**config.mk**
```make
export PLATFORM = sky130hd
export DESIGN_NAME = atomic_fence_sequencer
export DESIGN_NICKNAME = d
export VERILOG_FILES = /design/src/rtl/atomic_fence_sequencer_pkg.sv /design/src/rtl/seq_drain_timer.sv /design/src/rtl/atomic_fence_sequencer.sv
export SDC_FILE = /design/constraint.sdc
export NUM_CORES = 1
export LEC_CHECK = 0
export ABC_AREA = 1
export BUFFER_PORTS_ARGS = -buffer_cell sky130_fd_sc_hd__buf_2
export CORE_ASPECT_RATIO = 0.6
export CORE_MARGIN = 2
export CORE_UTILIZATION = 52
export DETAILED_ROUTE_END_ITERATION = 12
export PLACE_DENSITY_LB_ADDON = 0.2
export SLEW_MARGIN = 40
export SYNTH_ARGS = -nofsm -noshare
export SYNTH_HDL_FRONTEND = slang
export SYNTH_SLANG_ARGS = --single-unit
```
**constraint.sdc**
```tcl
create_clock -name clk -period 5.1 [get_ports clk]
set_input_delay 0.255 -clock clk [delete_from_list [all_inputs] [get_ports clk]]
set_output_delay 0.255 -clock clk [all_outputs]
set_load 0.03 [all_outputs]
```
**src/rtl/atomic_fence_sequencer_pkg.sv**
```systemverilog
// Shared hazard codes and sequencer state encoding for atomic_fence_sequencer.
package atomic_fence_sequencer_pkg;

   localparam logic [3:0] HZ_NONE     = 4'd0;
   localparam logic [3:0] STALL_MMU   = 4'd4;
   localparam logic [3:0] FLUSH_EARLY = 4'd8;
   localparam logic [3:0] FLUSH_ALL   = 4'd9;

   typedef enum logic [2:0] {
      SEQ_IDLE     = 3'd0,
      SEQ_DRAIN    = 3'd1,
      SEQ_TLBFLUSH = 3'd2,
      SEQ_AMO_RD   = 3'd3,
      SEQ_AMO_WR   = 3'd4,
      SEQ_AMO_WB   = 3'd5
   } seq_state_t;

   function automatic logic is_flush_code(input logic [3:0] hz);
      return (hz == FLUSH_EARLY) || (hz == FLUSH_ALL);
   endfunction

endpackage

```
**src/rtl/seq_drain_timer.sv**
```systemverilog
// Fence drain timeout counter: load, decrement when enabled, expire at 1.
module seq_drain_timer #(
   parameter int unsigned CNT_W = 8
) (
   input  logic             clk,
   input  logic             rst,
   input  logic             load,
   input  logic [CNT_W-1:0] load_val,
   input  logic             dec,
   output logic             expired
);

   logic [CNT_W-1:0] cnt;

   always_ff @(posedge clk or posedge rst) begin
      if (rst)
         cnt <= '0;
      else if (load)
         cnt <= load_val;
      else if (dec && (cnt != '0))
         cnt <= cnt - 1'b1;
   end

   assign expired = (cnt == CNT_W'(1));

endmodule

```
**src/rtl/atomic_fence_sequencer.sv**
```systemverilog
// Sequences FENCE/FENCE.I/SFENCE.VMA drains and AMOSWAP.W read-then-write.
// Optional perf counters enabled by defining SEQ_PERF_CNT_EN.
module atomic_fence_sequencer
   import atomic_fence_sequencer_pkg::*;
#(
   parameter int unsigned DRAIN_TIMEOUT = 15,
   parameter int unsigned CNT_W         = 8
) (
   input  logic        clk,
   input  logic        rst,
   input  logic [3:0]  hazard_signal,
   input  logic        fence_req,
   input  logic        fence_is_sfence,
   input  logic        swap_req,
   input  logic [31:0] amo_addr,
   input  logic [31:0] amo_wdata,
   input  logic [4:0]  amo_rd,
   input  logic        pipe_drained,
   output logic        mem_req,
   output logic        mem_we,
   output logic [31:0] mem_addr,
   output logic [31:0] mem_wdata,
   input  logic        mem_ready,
   input  logic [31:0] mem_rdata,
   input  logic        mem_fault,
   output logic        seq_stall,
   output logic        tlb_flush,
   output logic        amo_wb_valid,
   output logic [4:0]  amo_wb_rd,
   output logic [31:0] amo_wb_data,
   output logic        amo_fault
`ifdef SEQ_PERF_CNT_EN
   ,
   output logic [31:0] perf_fence_cycles,
   output logic [31:0] perf_amo_count,
   output logic [15:0] perf_drain_timeouts
`endif
);

   seq_state_t  state, state_n;
   logic [31:0] addr_q, wdata_q, rdata_q;
   logic [4:0]  rd_q;
   logic        sfence_q;
   logic        flush_pend, flush_pend_n;
   logic        timer_load, timer_dec, timer_expired;
   logic        lat_req, lat_rdata;
   logic        is_stall, is_flush, flushing, frozen;

   seq_drain_timer #(.CNT_W(CNT_W)) u_timer (
      .clk      (clk),
      .rst      (rst),
      .load     (timer_load),
      .load_val (CNT_W'(DRAIN_TIMEOUT)),
      .dec      (timer_dec),
      .expired  (timer_expired)
   );

   always_ff @(posedge clk or posedge rst) begin
      if (rst) begin
         state      <= SEQ_IDLE;
         addr_q     <= '0;
         wdata_q    <= '0;
         rd_q       <= '0;
         rdata_q    <= '0;
         sfence_q   <= 1'b0;
         flush_pend <= 1'b0;
      end else begin
         state      <= state_n;
         flush_pend <= flush_pend_n;
         if (timer_load)
            sfence_q <= fence_is_sfence;
         if (lat_req) begin
            addr_q  <= amo_addr;
            wdata_q <= amo_wdata;
            rd_q    <= amo_rd;
         end
         if (lat_rdata)
            rdata_q <= mem_rdata;
      end
   end

   // A flush seen during a memory beat is remembered so the beat can finish first.
   always_comb begin
      is_stall     = (hazard_signal == STALL_MMU);
      is_flush     = is_flush_code(hazard_signal);
      flushing     = is_flush || flush_pend;
      frozen       = is_stall && !flushing;
      state_n      = state;
      flush_pend_n = flush_pend;
      timer_load   = 1'b0;
      timer_dec    = 1'b0;
      lat_req      = 1'b0;
      lat_rdata    = 1'b0;
      seq_stall    = 1'b1;
      mem_req      = 1'b0;
      mem_we       = 1'b0;
      tlb_flush    = 1'b0;
      amo_wb_valid = 1'b0;
      amo_fault    = 1'b0;
      case (state)
         SEQ_IDLE: begin
            seq_stall = fence_req || swap_req;
            if (!is_flush && !is_stall) begin
               if (fence_req) begin
                  state_n    = SEQ_DRAIN;
                  timer_load = 1'b1;
               end else if (swap_req) begin
                  state_n = SEQ_AMO_RD;
                  lat_req = 1'b1;
               end
            end
         end
         SEQ_DRAIN: begin
            if (is_flush)
               state_n = SEQ_IDLE;
            else if (!is_stall) begin
               timer_dec = 1'b1;
               if (pipe_drained || timer_expired)
                  state_n = sfence_q ? SEQ_TLBFLUSH : SEQ_IDLE;
            end
         end
         SEQ_TLBFLUSH: begin
            if (is_flush)
               state_n = SEQ_IDLE;
            else if (!is_stall) begin
               tlb_flush = 1'b1;
               state_n   = SEQ_IDLE;
            end
         end
         SEQ_AMO_RD, SEQ_AMO_WR: begin
            mem_req = 1'b1;
            mem_we  = (state == SEQ_AMO_WR);
            if (is_flush)
               flush_pend_n = 1'b1;
            if (!frozen && mem_ready) begin
               if (flushing)
                  state_n = SEQ_IDLE;
               else if (mem_fault) begin
                  amo_fault = 1'b1;
                  state_n   = SEQ_IDLE;
               end else if (state == SEQ_AMO_RD) begin
                  lat_rdata = 1'b1;
                  state_n   = SEQ_AMO_WR;
               end else
                  state_n = SEQ_AMO_WB;
            end
         end
         SEQ_AMO_WB: begin
            if (is_flush)
               state_n = SEQ_IDLE;
            else if (!is_stall) begin
               amo_wb_valid = 1'b1;
               state_n      = SEQ_IDLE;
            end
         end
         default: state_n = SEQ_IDLE;
      endcase
      if (state_n == SEQ_IDLE)
         flush_pend_n = 1'b0;
   end

   assign mem_addr    = mem_req ? addr_q : '0;
   assign mem_wdata   = mem_we ? wdata_q : '0;
   assign amo_wb_rd   = amo_wb_valid ? rd_q : '0;
   assign amo_wb_data = amo_wb_valid ? rdata_q : '0;

`ifdef SEQ_PERF_CNT_EN
   always_ff @(posedge clk or posedge rst) begin
      if (rst) begin
         perf_fence_cycles   <= '0;
         perf_amo_count      <= '0;
         perf_drain_timeouts <= '0;
      end else begin
         if (((state == SEQ_DRAIN) || (state == SEQ_TLBFLUSH)) && (perf_fence_cycles != '1))
            perf_fence_cycles <= perf_fence_cycles + 1'b1;
         if (amo_wb_valid && (perf_amo_count != '1))
            perf_amo_count <= perf_amo_count + 1'b1;
         if (timer_dec && timer_expired && !pipe_drained && (perf_drain_timeouts != '1))
            perf_drain_timeouts <= perf_drain_timeouts + 1'b1;
      end
   end
`endif

endmodule

```
== Yosys cells after proc, flatten, opt, wreduce, memory -nomap -nowiden ==
Index checks and enable logic that the tools add are counted.

* Bits in registers: 114
* Bits of input ports: 113
* Output and inout bits: 107
* Word-level logic and storage cells: 86

* Add/sub/neg operators: 1
* Equality and inequality tests: 9
* Muxes and demuxes: 47
* Reductions and logical operators: 21

{| class="wikitable"
|+ Operators with widths
! cell !! count
|-
| $mux W32 || 3
|-
| $mux W3 || 11
|-
| $mux W1 || 28
|-
| $mux W8 || 2
|-
| $pmux W3 S4 || 1
|-
| $eq A4 B4 Y1 const B || 2
|-
| $eq A8 B1 Y1 const B || 1
|-
| $reduce_bool A8 Y1 || 1
|-
| $sub A8 B1 Y8 const B || 1
|-
| $eq A3 B2 Y1 const B || 2
|-
| $eq A3 B3 Y1 const B || 2
|-
| $logic_not A3 Y1 || 2
|-
| $reduce_bool A2 Y1 || 3
|-
| $mux W5 || 1
|-
| $eq A4 B3 Y1 const B || 1
|-
| $logic_and A1 B1 Y1 || 4
|-
| $logic_not A1 Y1 || 4
|-
| $logic_or A1 B1 Y1 || 4
|-
| $reduce_or A2 Y1 || 2
|-
| $eq A3 B1 Y1 const B || 1
|-
| $mux W2 || 1
|-
| $reduce_and A2 Y1 || 1
|}

== Logic depth before layout (Yosys ltp) ==
* Depth in word-level cells: 12
* Gate-level depth with buffers: 12
* Gate-level depth less buffers: 11

== Hierarchy ==
From an unflattened synthesis, not the netlist that was laid out.

* Cells, all modules: 714
* Area, all modules: 5615.4 µm²

{| class="wikitable"
|+ Modules (own cells, without submodules)
! module !! instances !! cells each !! area each (µm²) !! seq. area each (µm²)
|-
| atomic_fence_sequencer || 1 || 623 || 4981.0 || 2652.5
|-
| seq_drain_timer || 1 || 91 || 634.4 || 200.2
|}

== Worst setup path before layout ==
OpenSTA, ideal clock, no wires.

* Path type: in2out
* Start: input hazard_signal[3]
* End: output amo_wb_data[10]
* Arrival time: 1913 ps
* Required time: 4845 ps
* Slack: 2932 ps
* Stages on the path: 10
* Path buffers: 1
* Cells stage by stage: inv_2 -> nor2_1 -> nand2_2 -> inv_2 -> nor2_4 -> inv_1 -> nor2_1 -> inv_2 -> buf_1 -> nor2_1

* Word-level cells in the longest chain between the ends: 5
* Elaborated cells on any way between the ends: 8
* Those cells by class: 3 x eq/ne; 4 x mux; 1 x reduce/logical

{| class="wikitable"
|+ Ends and longest elaborated chain
! item !! RTL line !! text
|-
| from (decl) || atomic_fence_sequencer.sv:11 || <nowiki>input logic [3:0] hazard_signal,</nowiki>
|-
| $eq A4 B3 Y1 or $eq A4 B4 Y1 (tied branches) || atomic_fence_sequencer.sv:84, atomic_fence_sequencer_pkg.sv:19 ||
|-
| $mux W1 or $logic_or A1 B1 Y1 (tied branches) || atomic_fence_sequencer.sv:151, atomic_fence_sequencer_pkg.sv:19 ||
|-
| $mux W1 (*) || n/a ||
|-
| $mux W1 (*) || atomic_fence_sequencer.sv:100 || <nowiki>case (state)</nowiki>
|-
| named net amo_wb_valid || atomic_fence_sequencer.sv:28 || <nowiki>output logic amo_wb_valid,</nowiki>
|-
| $mux W32 (*) || atomic_fence_sequencer.sv:165 || <nowiki>assign amo_wb_data = amo_wb_valid ? rdata_q : '0;</nowiki>
|-
| to (decl) || atomic_fence_sequencer.sv:30 || <nowiki>output logic [31:0] amo_wb_data,</nowiki>
|}

Mark *: on every way through the listed nets, which the timed path passes. The rest lies on a longest branch.

== Worst setup path in the final report ==
* Start: register state[0]
* End: output mem_addr[9]

* Word-level cells in the longest chain between the ends: 4
* Elaborated cells on any way between the ends: 5
* Those cells by class: 2 x eq/ne; 2 x mux; 1 x reduce/logical

{| class="wikitable"
|+ Ends and longest elaborated chain
! item !! RTL line !! text
|-
| from (decl) || atomic_fence_sequencer.sv:40 || <nowiki>seq_state_t state, state_n;</nowiki>
|-
| from (signal assigned) || atomic_fence_sequencer.sv:68 || <nowiki>state <= state_n;</nowiki>
|-
| $eq A3 B3 Y1 or $eq A3 B2 Y1 (tied branches) || atomic_fence_sequencer.sv:100 ||
|-
| $reduce_or A2 Y1 (*) || atomic_fence_sequencer.sv:100 ||
|-
| $mux W1 (*) || atomic_fence_sequencer.sv:100 ||
|-
| $mux W32 (*) || atomic_fence_sequencer.sv:162 || <nowiki>assign mem_addr = mem_req ? addr_q : '0;</nowiki>
|-
| to (decl) || atomic_fence_sequencer.sv:21 || <nowiki>output logic [31:0] mem_addr,</nowiki>
|}

Every way passes the cells marked *; elsewhere a longest branch is shown, timed or not.

==> summary.txt <==
Run status
  • Outcome: finished, final reports clean

Setup path
  • Worst setup SP type: flip-flop
  • CP Capture Type: primary output
  • R2R Path End: wdata_q[29]
  • CP arrival: around 2 ns
  • Crit path max fanout: 34
  • CP cell instances: inv_1, nand3_1, nand2_1, inv_2, nor2_1, buf_2
  • Buf+Inv Stages, Crit Path: 3
  • Max incr delay on CP: around 0.5 ns
  • Reg2reg path depth: 8
  • Critical Path Stages: 6
  • Delay-heaviest family, CP: buffers and inverters
  • Crit path max-delay cell type: inv_2
  • Reg-to-Reg Start: state[0]
  • Critical path endpoint: mem_addr[9]
  • Crit path launch: state[0]
  • Critical Path RT: 4.85 ns
  • R2R Setup Slk: slightly above 3 ns
  • Critical path type: flip-flop to primary output

STA
  • Slew @ Worst Pin: about 0.73 ns
  • Setup violators final: 0
  • Max Slew Vio Count: 0
  • Period minus WS final: 2.29 ns
  • FMAX: 436 MHz
  • Slew margin rel.: 0.517
  • Setup Skew: roughly 0.0046 ns
  • Setup TNS: 0 ns
  • Final Hold Fails: 0
  • Period utilization: 0.450
  • RSZ-0062 raised after global routing: no

Finish
  • Layout cells sized above 1: 0.293
  • Layout Nets: between 1,000 and 1,500
  • Non-filler cells in the finished layout: approximately 1,100
  • FF/Latch Area: ~2900 um2
  • Fill cells: 808
  • Area of the multi-input gates: 1790 um2
  • Commonest cells after routing, fill and taps aside: 219 x buf_2, 187 x nor2_1, 148 x inv_1
  • Number of diodes: 0
  • Commonest non-fill, non-tap cell in the layout: buf_2
  • Synth-to-Final Area Change: 32.6%

Power and ir drop
  • Flop pwr share: 0.366
  • Combinational group share of total power: 0.304
  • Pint: 2.62 mW
  • Switching portion of total power: 0.351
  • Clock Power Share: 0.330
  • Net Switching: approximately 1.4 mW
  • Leakage: 4.34 nW
  • Pwr Density: around 560 nW/um2
  • Peak supply drop: about 0.33 mV
  • Design Power: around 4 mW

Synth
  • Register area share after synthesis: 0.525
  • Gate count of the mapped netlist: between 700 and 800
  • Synth Warn #: 0
  • Synth Cell Area: around 5400 um2
  • Post-Syn Nets: 817
  • Average size of a mapped cell: 7.75 um2
  • Flop and latch count out of synthesis: approximately 110
  • Post-synth cell types: 27

Die
  • DIE WIDTH: 136 um
  • # IOs: between 200 and 250
  • Initial Util: 0.542
  • Chip Height: roughly 83 um
  • Std cell rows: 28
  • Area of the core: between 10,000 and 15,000 um2
  • Full die area: approximately 11,000 um2

Global routing
  • Overflow after GRT: 0
  • Antenna violations before repair: 0
  • First-pass GRT wire length: between 20 and 25 mm
  • GRT Resource Usage Total: 0.250
  • Vias in the first global route: about 4,800
  • Largest net degree at the start of global routing: between 80 and 90

Clock network
  • Cts bufs inserted: 17
  • CTS Sinks: around 110
  • Clk buf depth: 2
  • Clock transition at the registers of the reported paths: 0.06 ns
  • Post-CTS setup buffers: 0
  • Worst skew pair latency: 0.41 ns
  • H-Tree Depth: 4
  • CTS root buffer: clkbuf_16
  • CTS tree: yes

Placed design
  • IO Port Bufs: 219
  • DP Cell Count: between 1,000 and 1,500
  • Routability cong.: 0.890
  • Post-DP HPWL: between 9 and 10 mm

Routing
  • Vias per cell: between 4 and 5
  • 1st-iter DRT viols: between 300 and 400
  • Detailed-route via count: approximately 5,000
  • TritonRoute pass-1 iters: 5
  • Drt drc: 0
  • Remaining antenna violation count: 0
  • Wirelength per Cell: ~13 um
  • Routed wire length: between 10 and 15 mm

Hold path
  • Hold Crit Class: primary input to flip-flop

Job
  • Maxcap violations: 0
## power by group through the flow
| stage | sequential, mW | clock (mW) | combinational, mW |
|---|---|---|---|
| detailed placement | 1.49 | 0 | 1.21 |
| CTS | 1.48 | 1.35 | 1.22 |
| floorplan | 1.44 | 0 | 0.943 |
| finish | 1.48 | 1.33 | 1.22 |
| global route | 1.52 | 1.39 | 1.40 |
| global placement | 1.47 | 0 | 1.16 |
## synthesized netlist by cell type, drive strengths merged
library cell,count,area (um2)
nand3b,2,15.0
a21oi,73,388
buf,19,169
clkbuf,13,48.8
o21ai,42,210
nor3,4,20.0
o211ai,1,7.51
inv,155,582
nand4,1,6.26
o31ai,1,7.51
or2,1,6.26
nand3,21,105
xor2,3,26.3
ha,3,37.5
dfrtp,114,2850
nor2,188,713
xnor2,1,8.76
or3,1,6.26
nand2,58,220
## routing by layer
layer / vias to the layer above / wire length, um / track usage
li1: 2519 / - / -
met1: 2302 / 6490 / 0.354
met2: 194 / 5830 / 0.371
met3: 29 / 984 / 0.0623
met4: 0 / 316 / 0.0947
met5: - / 0 / 0
## worst min path at each step
stage / startpoint / slack [ns] / endpoint / cells after the start
after floorplan: fence_is_sfence / 0.36 / sfence_q / 2
after global placement: rst / 0.43 / rdata_q[29] / 2
after detailed placement: rst / 0.44 / rdata_q[20] / 2
after CTS: mem_rdata[13] / 0.06 / rdata_q[13] / 3
after global routing: mem_rdata[19] / 0.08 / rdata_q[19] / 3
final: mem_rdata[18] / 0.08 / rdata_q[18] / 3
## through the flow
stage	worst slack, ns	instance area (um2)	util	hold slack, ns
floorplan	1.83	5430	-	0.365
global placement	2.74	6510	0.649	0.431
detailed placement	2.60	6510	0.650	0.438
CTS	2.72	7180	0.717	0.0624
global route	2.70	7200	0.719	0.0811
finish	2.81	7200	0.719	0.0797
## flip-flops by register name, indices dropped and copies added (netlist names)
register / flops
addr_q: 32
rdata_q: 32
wdata_q: 32
u_timer.cnt: 8
rd_q: 5
state: 3
flush_pend: 1
sfence_q: 1
## timing repair
action                    4_1_cts  5_1_grt
hold buffers                    1        0
resized for setup               0        0
hold endpoints to repair       11        0
## worst register-to-register path: cells and delay by family, from the launching register on
family          cells  cell delay, ns
simple gates        5            0.76
buf+inv             2            0.67
flops               1            0.41
compound gates      1            0.15
## final cells by class
class | instances | share of cell area
Sequential cell | 114 | 0.396
Multi-Input combinational cell | 400 | 0.248
Timing Repair Buffer | 224 | 0.159
Inverter | 155 | 0.0811
Clock buffer | 17 | 0.0591
Clock inverter | 14 | 0.0328
Tap cell | 135 | 0.0235
## cells by family after synthesis
logic type,Yosys count,synth area share
simple gates,276,0.201
buf+inv,187,0.147
compound gates,117,0.113
flops,114,0.525
xor+xnor,4,0.00645
fa+ha+maj,3,0.00691
No activity file was read; power rests on OpenSTA's default activity.
